### src/rtl/siso_frame_rx.sv
// Serial frame receiver for the SISO shift-register stream: start/data/parity/stop
// framing, error pulses, and a one-entry valid/ready output buffer.
module siso_frame_rx #(
  parameter int unsigned DATA_W     = 8,
  parameter int unsigned PARITY_EN  = 1,
  parameter int unsigned ODD_PARITY = 0
) (
  input  logic              clk,
  input  logic              reset,
  input  logic              serial_in,
  input  logic              bit_en,
  output logic [DATA_W-1:0] data_out,
  output logic              data_valid,
  input  logic              data_ready,
  output logic              busy,
  output logic              parity_err,
  output logic              frame_err,
  output logic              overrun
);

  localparam int unsigned CntW = $clog2(DATA_W + 1);
  localparam logic [CntW-1:0] LastBit = CntW'(DATA_W - 1);
  localparam logic ParityTarget = (ODD_PARITY != 0);
  localparam bit HasParity = (PARITY_EN != 0);

  typedef enum logic [1:0] {StIdle, StData, StParity, StStop} state_e;

  state_e            state_q;
  logic [CntW-1:0]   cnt_q;
  logic [DATA_W-1:0] shift_q;
  logic              par_q;
  logic [DATA_W-1:0] data_q;
  logic              valid_q;
  logic              parity_err_q;
  logic              frame_err_q;
  logic              overrun_q;
  logic              parity_bad;
  logic              buf_free;

  // Without a parity bit there is nothing to mismatch.
  assign parity_bad = HasParity && ((^{shift_q, par_q}) != ParityTarget);
  // A transfer in this cycle frees the slot for a word loading in the same cycle.
  assign buf_free   = !valid_q || data_ready;

  always_ff @(posedge clk or negedge reset) begin
    if (!reset) begin
      state_q      <= StIdle;
      cnt_q        <= '0;
      shift_q      <= '0;
      par_q        <= 1'b0;
      data_q       <= '0;
      valid_q      <= 1'b0;
      parity_err_q <= 1'b0;
      frame_err_q  <= 1'b0;
      overrun_q    <= 1'b0;
    end else begin
      parity_err_q <= 1'b0;
      frame_err_q  <= 1'b0;
      overrun_q    <= 1'b0;

      if (valid_q && data_ready) begin
        valid_q <= 1'b0;
      end

      if (bit_en) begin
        unique case (state_q)
          StIdle: begin
            if (serial_in) begin
              state_q <= StData;
              cnt_q   <= '0;
            end
          end
          StData: begin
            shift_q <= {shift_q[DATA_W-2:0], serial_in};
            cnt_q   <= cnt_q + 1'b1;
            if (cnt_q == LastBit) begin
              state_q <= HasParity ? StParity : StStop;
            end
          end
          StParity: begin
            par_q   <= serial_in;
            state_q <= StStop;
          end
          StStop: begin
            state_q <= StIdle;
            if (serial_in) begin
              frame_err_q <= 1'b1;
            end else if (parity_bad) begin
              parity_err_q <= 1'b1;
            end else if (buf_free) begin
              data_q  <= shift_q;
              valid_q <= 1'b1;
            end else begin
              overrun_q <= 1'b1;
            end
          end
          default: state_q <= StIdle;
        endcase
      end
    end
  end

  assign data_out   = data_q;
  assign data_valid = valid_q;
  assign busy       = (state_q != StIdle);
  assign parity_err = parity_err_q;
  assign frame_err  = frame_err_q;
  assign overrun    = overrun_q;

endmodule
### config.mk
export PLATFORM = sky130hd
export DESIGN_NAME = siso_frame_rx
export DESIGN_NICKNAME = d
export VERILOG_FILES = /design/src/rtl/siso_frame_rx.sv
export SDC_FILE = /design/constraint.sdc
export NUM_CORES = 1
export LEC_CHECK = 0
export BUFFER_PORTS_ARGS = -buffer_cell sky130_fd_sc_hd__buf_2
export CORE_ASPECT_RATIO = 0.9
export CORE_MARGIN = 1
export CORE_UTILIZATION = 55
export CTS_CLUSTER_DIAMETER = 200
export DETAILED_ROUTE_END_ITERATION = 6
export HOLD_SLACK_MARGIN = 0.12
export PLACE_DENSITY_LB_ADDON = 0.3
export REMOVE_ABC_BUFFERS = 1
export SLEW_MARGIN = 15
export SYNTH_ARGS = -nofsm -noshare
export SYNTH_HDL_FRONTEND = slang
export SYNTH_SLANG_ARGS = --single-unit
### constraint.sdc
create_clock -name clk -period 2.8 [get_ports clk]
set_clock_uncertainty 0.15 [all_clocks]
set_input_delay 0.14 -clock clk [delete_from_list [all_inputs] [get_ports clk]]
set_output_delay 0.14 -clock clk [all_outputs]
set_load 0.05 [all_outputs]
==> summary.md <==
| Metric | Value |
|---|---|
| FF+latch count, synth | `27` |
| Clk sinks | `27` |
| Worst slew pin tran | `0.5864 ns` |
| CP required | `2.88 ns` |
| Distinct cells, synth | `27` |
| Crit path launch type | `register` |
| Most frequent cells in the layout | `dfrtp_1, mux2_2, buf_2` |
| Crit path kind | `reg2reg` |
| Core Area | `0.002202 sq mm` |
| Internal power | `1089 uW` |
| Diodes inserted | `0` |
| Switching share of power | `0.4315` |
| Status | `complete, no violations` |
| Chip width | `53.10 um` |
| Critical Path End Type | `register` |
| Final estimated routing congestion in global placement | `0.7222` |
| Worst r2r src | `shift_q[1]$_DFFE_PN0P_` |
| Clk pwr share | `0.088` |
| Reg clk slew, reported paths | `0.15 ns` |
| Achievable Freq | `452.5 MHz` |
| Die Ht | `47.99 um` |
| Final min period | `2.210 ns` |
| Sequential share of power | `0.360` |
| Most common cell after layout, fill and taps aside | `dfrtp_1` |
| Vias in the first global route | `756` |
| PortBufs | `17` |
| Worst hold slack | `0.1754 ns` |
| Setup Fix Bufs, Post-CTS | `0` |
| Final number of max-transition violations | `0` |
| Hold crit path type | `in2async` |
| CP arrival | `2.29 ns` |
| Mapped Cells | `99` |
| Critical path origin | `shift_q[1]$_DFFE_PN0P_` |
| Critical-path top delay cell | `dlygate4sd3_1` |
| Final setup TNS | `0 ns` |
| Most Frequent Cell on Critical Path | `xor2_1` |
| Worst-path fanout max | `4` |
| DR vias | `831` |
| Worst path cell trace | `xor2_1 > xnor3_2 > xor2_1 > nor3_1 > dlygate4sd3_1` |
| Peak supply drop | `0.8192 mV` |
| Net Sw Power | `826.6 uW` |
| Initial drt markers | `13` |
| Antenna-violating nets left | `0` |
| Initial DRT Pass Iterations | `4` |
| Max Cap Viol | `0` |
| Fraction of layout cells with a size suffix above 1 | `0.3280` |
| Fin crit share | `0.7892` |
| Grt ovf | `0` |
| Register area share after synthesis | `0.5227` |
| Site Rows | `16` |
| Total GRT Usage | `0.1863` |
| Clk root buf | `clkbuf_4` |
| First-pass GRT wire length | `3305 um` |
| Via density | `5.467` |
| Clock Latency Late Sink | `0.32 ns` |
| Wirelength per Cell | `14.43 um` |
| Final Hold Fails | `0` |
| Comb pwr share | `0.552` |
| Initial Utilization | `0.5869` |
| Endpoints failing setup | `0` |
| RSZ-0062 raised after global routing | `no` |
| Leak Pwr | `0.0007346 uW` |
| P&R area growth vs syn | `15.59%` |
| Post-Syn Area per Cell | `13.06 sq um` |
| Die area | `0.002548 sq mm` |
| Number of antenna violations at the first check in global routing | `0` |
| Number of buffers created by CTS | `3` |
| Synthesized cell area | `0.001292 sq mm` |
| HPWL after DPL | `1480 um` |
| Rel. slew slack | `0.6091` |
| Io pins | `18` |
| Nets | `137` |
| CTS tree | `done` |
| Final wirelength | `2194 um` |
| Largest net degree at the start of global routing | `28` |
| Drt drc | `0` |
| Crit path largest cell delay | `0.55 ns` |
| CTS HTree Levels | `1` |
| Synth warn | `0` |
| P per Cell Area | `1282 mW/mm^2` |
| Max Root-Sink Buffers | `2` |
## metal layers
metal	global-route usage	routed length [um]	up-vias
li1	-	-	402
met1	0.2601	1081	410
met2	0.2962	1027	17
met3	0.03492	77	2
met4	0.06316	8	0
met5	0	0	-
## registers in the layout, indices dropped and copies added, names as in the netlist
name	cells
state_q	2
par_q	1
data_out	8
parity_err	1
data_valid	1
cnt_q	4
frame_err	1
shift_q	8
overrun	1
## cell usage after synthesis, drive strengths merged
cell type  instances  area share
a21o               1      0.0058
a21oi              5       0.019
a22o               1      0.0068
a32oi              1      0.0068
and3               2      0.0097
clkbuf             1      0.0029
dfrtp             27        0.52
ha                 6       0.058
inv                4       0.012
mux2              19        0.17
mux2i              2       0.025
nand2              5       0.015
nand2b             2      0.0097
nand3              1      0.0039
nand3b             1      0.0058
nand4b             1      0.0068
nor2               2      0.0058
nor2b              3       0.015
nor3               3       0.012
nor3b              2       0.012
o21ai              3       0.012
o221ai             1      0.0068
xnor2              2       0.014
xnor3              2       0.036
xor2               2       0.014
## final timing paths
check                                           to  slack (ns)  cells past startpoint
min reg2reg                data_out[3]$_DFFE_PN0P_        0.37                      1
max in group asynchronous   shift_q[0]$_DFFE_PN0P_        1.94                      2
min                        data_out[6]$_DFFE_PN0P_        0.18                      2
max                              overrun$_DFF_PN0_        0.59                      5
min in group clk           data_out[3]$_DFFE_PN0P_        0.37                      1
max reg2reg                      overrun$_DFF_PN0_        0.59                      5
## per-stage QoR
stage | utilization | cells | power [uW] | area, sq um | worst slack, ns
final | 0.6784 | 152 | 1915 | 1494 | 0.5902
after global routing | 0.6784 | 152 | 2039 | 1494 | 0.4760
after CTS | 0.6784 | 152 | 1916 | 1494 | 0.6082
after detailed placement | 0.6392 | 142 | 1746 | 1408 | 0.7256
after global placement | 0.6392 | 142 | 1711 | 1408 | 0.7734
after floorplan | - | 98 | 1545 | 1289 | 0.6829
## cells by family after synthesis
| family | after synthesis | share of synthesized area |
|---|---|---|
| simple gates | 22 | 0.09390 |
| compound gates | 12 | 0.05711 |
| flops | 27 | 0.5228 |
| mux | 21 | 0.1907 |
| xor+xnor | 6 | 0.06293 |
| buf+inv | 5 | 0.01451 |
| fa+ha+maj | 6 | 0.05808 |
## layout make-up
class	count	area, sq um
fillers	169	708.2
flip-flops and latches	27	675.6
multi-input cells	67	598.1
repair buffers	23	145.1
well taps	27	33.78
clock buffers	4	26.28
inverters	4	15.01
## critical path: cells and delay by family (launching register included)
family / cells / cell delay (ns)
flops: 1 / 0.44
simple gates: 1 / 0.06
buf+inv: 1 / 0.55
xor+xnor: 3 / 0.91
## power groups by stage
| stage | Combinational, uW | Sequential, uW | Clock (uW) |
|---|---|---|---|
| finish | 1060 | 689 | 170 |
| CTS | 1060 | 686 | 171 |
| detailed placement | 1050 | 696 | 0 |
| global placement | 1020 | 686 | 0 |
| floorplan | 687 | 858 | 0 |
| global route | 1140 | 712 | 187 |
## what timing repair did
item                      4_1_cts  5_1_grt
hold buffers                    6        0
hold endpoints to repair       33        0
gates resized for setup         0        0
Power figures use the tool's default switching activity.
